==> src/rtl/k12a_sequencer.sv <==
// K12A sequencer: state register, instruction register, skip flag, wake
// synchroniser/edge detector, single-step redirect and retired-instruction counter.

package k12a_pkg;

  typedef enum logic [2:0] {
    STATE_FETCH1 = 3'd0,
    STATE_FETCH2 = 3'd1,
    STATE_FETCH3 = 3'd2,
    STATE_EXEC   = 3'd3,
    STATE_POP    = 3'd4,
    STATE_RJMP   = 3'd5,
    STATE_HALT   = 3'd6
  } state_t;

  typedef enum logic [1:0] {
    SKIP_SEL_HOLD               = 2'd0,
    SKIP_SEL_0                  = 2'd1,
    SKIP_SEL_CONDITION          = 2'd2,
    SKIP_SEL_CONDITION_INVERTED = 2'd3
  } skip_sel_t;

endpackage

module k12a_sequencer
  import k12a_pkg::*;
#(
  parameter int WAKE_SYNC_STAGES = 2
) (
  input  logic        clock,
  input  logic        reset_n,
  input  state_t      next_state,
  input  logic        inst_high_store,
  input  logic        inst_low_store,
  input  skip_sel_t   skip_sel,
  input  logic        alu_condition,
  input  logic [7:0]  data_bus,
  input  logic        wake_async,
  input  logic        step_mode,
  output state_t      state,
  output logic [15:0] inst,
  output logic        skip,
  output logic        wake,
  output logic        halted,
  output logic [15:0] retired_count
);

  state_t                      state_q, state_d;
  logic [15:0]                 inst_q, inst_d;
  logic                        skip_q, skip_d;
  logic [15:0]                 retired_q, retired_d;
  logic [WAKE_SYNC_STAGES-1:0] sync_q;
  logic                        wake_prev_q;

  logic in_retire_state;
  logic step_redirect;
  logic retire;

  // NOTE: every always_comb output gets a default first so no path can infer a latch.
  always_comb begin
    in_retire_state = (state_q == STATE_EXEC) || (state_q == STATE_POP) ||
                      (state_q == STATE_RJMP);
    step_redirect   = step_mode && (next_state == STATE_FETCH1) && in_retire_state;
    state_d         = step_redirect ? STATE_HALT : next_state;

    // EXEC->POP/RJMP is not a retirement; the instruction retires on leaving POP/RJMP.
    retire    = in_retire_state &&
                ((state_d == STATE_FETCH1) || (state_d == STATE_HALT));
    retired_d = retire ? retired_q + 16'd1 : retired_q;

    inst_d = inst_q;
    if (inst_high_store) inst_d[15:8] = data_bus;
    if (inst_low_store)  inst_d[7:0]  = data_bus;

    skip_d = skip_q;
    unique case (skip_sel)
      SKIP_SEL_HOLD:               skip_d = skip_q;
      SKIP_SEL_0:                  skip_d = 1'b0;
      SKIP_SEL_CONDITION:          skip_d = alu_condition;
      SKIP_SEL_CONDITION_INVERTED: skip_d = ~alu_condition;
    endcase
  end

  // NOTE: sequential state uses non-blocking assignments so all flops update together.
  always_ff @(posedge clock or negedge reset_n) begin
    if (!reset_n) begin
      state_q     <= STATE_FETCH1;
      inst_q      <= 16'h0000;
      skip_q      <= 1'b0;
      retired_q   <= 16'h0000;
      sync_q      <= '0;
      wake_prev_q <= 1'b0;
    end else begin
      state_q     <= state_d;
      inst_q      <= inst_d;
      skip_q      <= skip_d;
      retired_q   <= retired_d;
      sync_q      <= {sync_q[WAKE_SYNC_STAGES-2:0], wake_async};
      wake_prev_q <= sync_q[WAKE_SYNC_STAGES-1];
    end
  end

  assign state         = state_q;
  assign inst          = inst_q;
  assign skip          = skip_q;
  assign retired_count = retired_q;
  assign halted        = (state_q == STATE_HALT);
  assign wake          = sync_q[WAKE_SYNC_STAGES-1] & ~wake_prev_q;

endmodule

==> config.mk <==
export PLATFORM = sky130hd
export DESIGN_NAME = k12a_sequencer
export DESIGN_NICKNAME = d
export VERILOG_FILES = /design/src/rtl/k12a_sequencer.sv
export SDC_FILE = /design/constraint.sdc
export NUM_CORES = 1
export LEC_CHECK = 0
export BUFFER_PORTS_ARGS = -buffer_cell sky130_fd_sc_hd__buf_2
export CAP_MARGIN = 10
export CORE_ASPECT_RATIO = 1.1
export CORE_MARGIN = 2
export CORE_UTILIZATION = 52
export DETAILED_ROUTE_END_ITERATION = 16
export PLACE_DENSITY = 0.83
export SLEW_MARGIN = 0
export SYNTH_ARGS = -nofsm -noshare
export SYNTH_HDL_FRONTEND = slang
export SYNTH_SLANG_ARGS = --single-unit
==> constraint.sdc <==
create_clock -name clock -period 2.4 [get_ports clock]
set_input_delay 0.12 -clock clock [delete_from_list [all_inputs] [get_ports clock]]
set_output_delay 0.12 -clock clock [all_outputs]
set_load 0.05 [all_outputs]
==> flow_summary.ini <==
[setup_path]
startpoint_type = input pin
critPathRequiredTime_ns = 2.64
reg2reg_slack_ns = 0.80
cp-end-kind = flip-flop
worst_r2r_path_depth = 5
r2r-start = retired_count[0]
crit_arrival_ns = 1.84
worstSetupPathType = in -> reg
path_max_fanout = 10
r2r-end = retired_count[6]

[hold_path]
hp-start = data_bus[2]
holdPathStages = 2
hold_class = in -> reg
hold_path_end = inst[2]

[route]
antenna_left = 0
drt_iter0_drc = 21
first_pass_iters = 4
vias = 1167
wirelength_mm = 3.052
drc = 0
avgRoutedWirePerCell_um = 13.87
via_per_inst = 5.305

[placement]
gp_congestion = 0.7519
dpl.hpwl_mm = 2.205
dp_slack_ns = 0.8266
placed_area_um2 = 1923
portBuffers = 57

[grt]
antenna_found_initial = 0
grt_overflow = 0
grt_usage_pct = 19.04
grt_pass1_wl_mm = 5.209
grt_pass1_vias = 1131
grt_start_max_net_pins = 40

[power]
ir_drop_mv = 0.8803
leakagePower_nw = 1.058
power_density_nw_per_um2 = 808.2

[sta]
tightest_slew_ns = 0.8493
hold_violations = 0
finalWorstSetupSlack_ns = 0.7986
hold_slack_ns = 0.02152
rsz0062_at_grt = no
fmax_mhz = 624.5
period_needed_ns = 1.601
finalSetupTns_ns = 0
slew_violations = 0
skew_ns = 0.004211
slew_headroom_pct = 43.38
finalSetupViolCount = 0
fin_crit_sh_pct = 66.73

[outcome]
status = complete, no violations

[synthesis]
yosysSeqAreaShare_pct = 60.42
yosysTopAreaCellShare_pct = 60.42
synth-seq-cells = 39
synth.area.top_cells = dfrtp_1 60%, mux2_2 12%, xnor2_1 6.0%
syn-num-nets = 138
synth.avg_cell_area_um2 = 13.81
yosysTopAreaCell = dfrtp_1
syn_area_um2 = 1615
yosys_warnings = 0
syn_inst = 117
synth_cell_type_count = 24

[clock_network]
clk_pin_slew_ns = 0.11
cts_htree_levels = 2
numCtsBuffers = 5
cts-root-buf = clkbuf_4
tritoncts = done
clkLatencyLatePin_ns = 0.34
cts_sinks = 39
post_cts_buffers = 0
cts.path.max_buffers = 2

[floorplanning]
die_h_um = 62.46
start_util_pct = 53.93
core.rowCount = 21
core_area_um2 = 2995
die_x_um = 57.14
die_area_um2 = 3569
ioPinCount = 58

[cells_and_area]
diodes = 0
num-nets-final = 206
syn_to_final_growth_pct = 29.98
layout-drive-gt1-share_pct = 46.77
final_cell_area_um2 = 2100

[job]
maxCapViolCount = 0
==> synthesized netlist by cell type <==
cell type  number
a211oi_2        1
a211oi_4        1
a21oi_1         1
a22o_1          1
and3_1          6
and3_2          1
and3b_1         1
buf_2           1
clkbuf_1        4
dfrtp_1        39
ha_1            1
mux2_2         17
nand2_1         4
nand2b_4        1
nand3_1         4
nand3b_4        1
nand4_1         8
nand4b_1        1
nor2_1          2
nor2b_1         1
nor3_1          2
o21bai_1        2
xnor2_1        11
xor2_1          6
==> critical path, stage by stage <==
cell	delay (ns)
dlygate4sd3_1	0.53
buf_2	0.14
xor2_1	0.20
a211oi_4	0.46
mux2_2	0.38
==> report_power, final <==
| group | leakage (nW) | internal, mW | switching [mW] |
|---|---|---|---|
| clock network | 0.0482 | 0.246 | 0.204 |
| logic | 0.523 | 0.131 | 0.332 |
| registers | 0.487 | 0.723 | 0.0611 |
| total | 1.06 | 1.10 | 0.597 |
==> registers in the layout, summed over array words and instances (netlist names) <==
signal         cells
wake_prev_q        1
sync_q             2
skip               1
inst              16
state              3
retired_count     16
==> logic make-up (layout without fill, tap and decap cells) <==
group / Yosys count / count (layout) / synth area share [%]
DFF: 39 / 39 / 60.42
and+or+nand+nor: 32 / 32 / 12.70
xor gates and xnor gates: 17 / 17 / 9.217
muxes: 17 / 17 / 11.85
AOI/OAI and AO/OA: 6 / 6 / 3.795
buffers and inverters: 5 / 74 / 1.239
adders and majority gates: 1 / 1 / 0.7745
==> through the flow <==
stage | util [%] | instances | power (mW)
after floorplan | - | 117 | 1.131
after global placement | 64.20 | 203 | 1.236
after global routing | 70.09 | 220 | 1.782
final | 70.09 | 220 | 1.697
after CTS | 69.42 | 218 | 1.716
after detailed placement | 64.20 | 203 | 1.253
==> repair_timing <==
action | 4_1_cts | 5_1_grt
endpoints found under the hold margin | 45 | 2
hold buffers | 7 | 2
resized for setup | 0 | 0
==> worst max path at each step <==
stage	from	endpoint	slack [ns]	depth (start not counted)
6_report	next_state[1]	retired_count[1]	0.80	5
5_1_grt	retired_count[0]	retired_count[6]	0.67	5
4_1_cts	retired_count[0]	retired_count[6]	0.79	5
3_3_place_gp	state[2]	retired_count[1]	0.88	3
3_5_place_dp	state[1]	retired_count[1]	0.83	3
2_1_floorplan	state[2]	retired_count[1]	0.66	3
==> final cells by class <==
type,instances,area (um^2)
flip-flops and latches,39,975.9
fillers,216,895.9
multi-input cells,73,619.3
repair buffers,66,375.4
clock buffers,6,51.30
well taps,34,42.54
clock inverters,2,35.03
==> cells in the final DEF, fill, tap and decap left out <==
cell,n
and3_2,1
and3b_1,1
nor2b_1,1
dlygate4sd3_1,9
nand2_1,4
clkbuf_4,5
buf_2,57
nand3b_4,1
a211oi_2,1
mux2_2,17
nand4_1,8
nor3_1,2
clkinv_2,1
nor2_1,2
a211oi_4,1
bufinv_16,1
and3_1,6
o21bai_1,2
a21oi_1,1
dfrtp_1,39
xor2_1,6
a22o_1,1
nand2b_4,1
nand4b_1,1
xnor2_1,11
ha_1,1
nand3_1,4
clkbuf_8,1
==> layer usage <==
metal | GRT usage (%) | share of wire, %
met4 | 6.105 | 1.6
met3 | 7.039 | 7.9
met5 | 0 | 0
met2 | 30.17 | 48
met1 | 24.26 | 42
(Power assumes the default switching activity.)
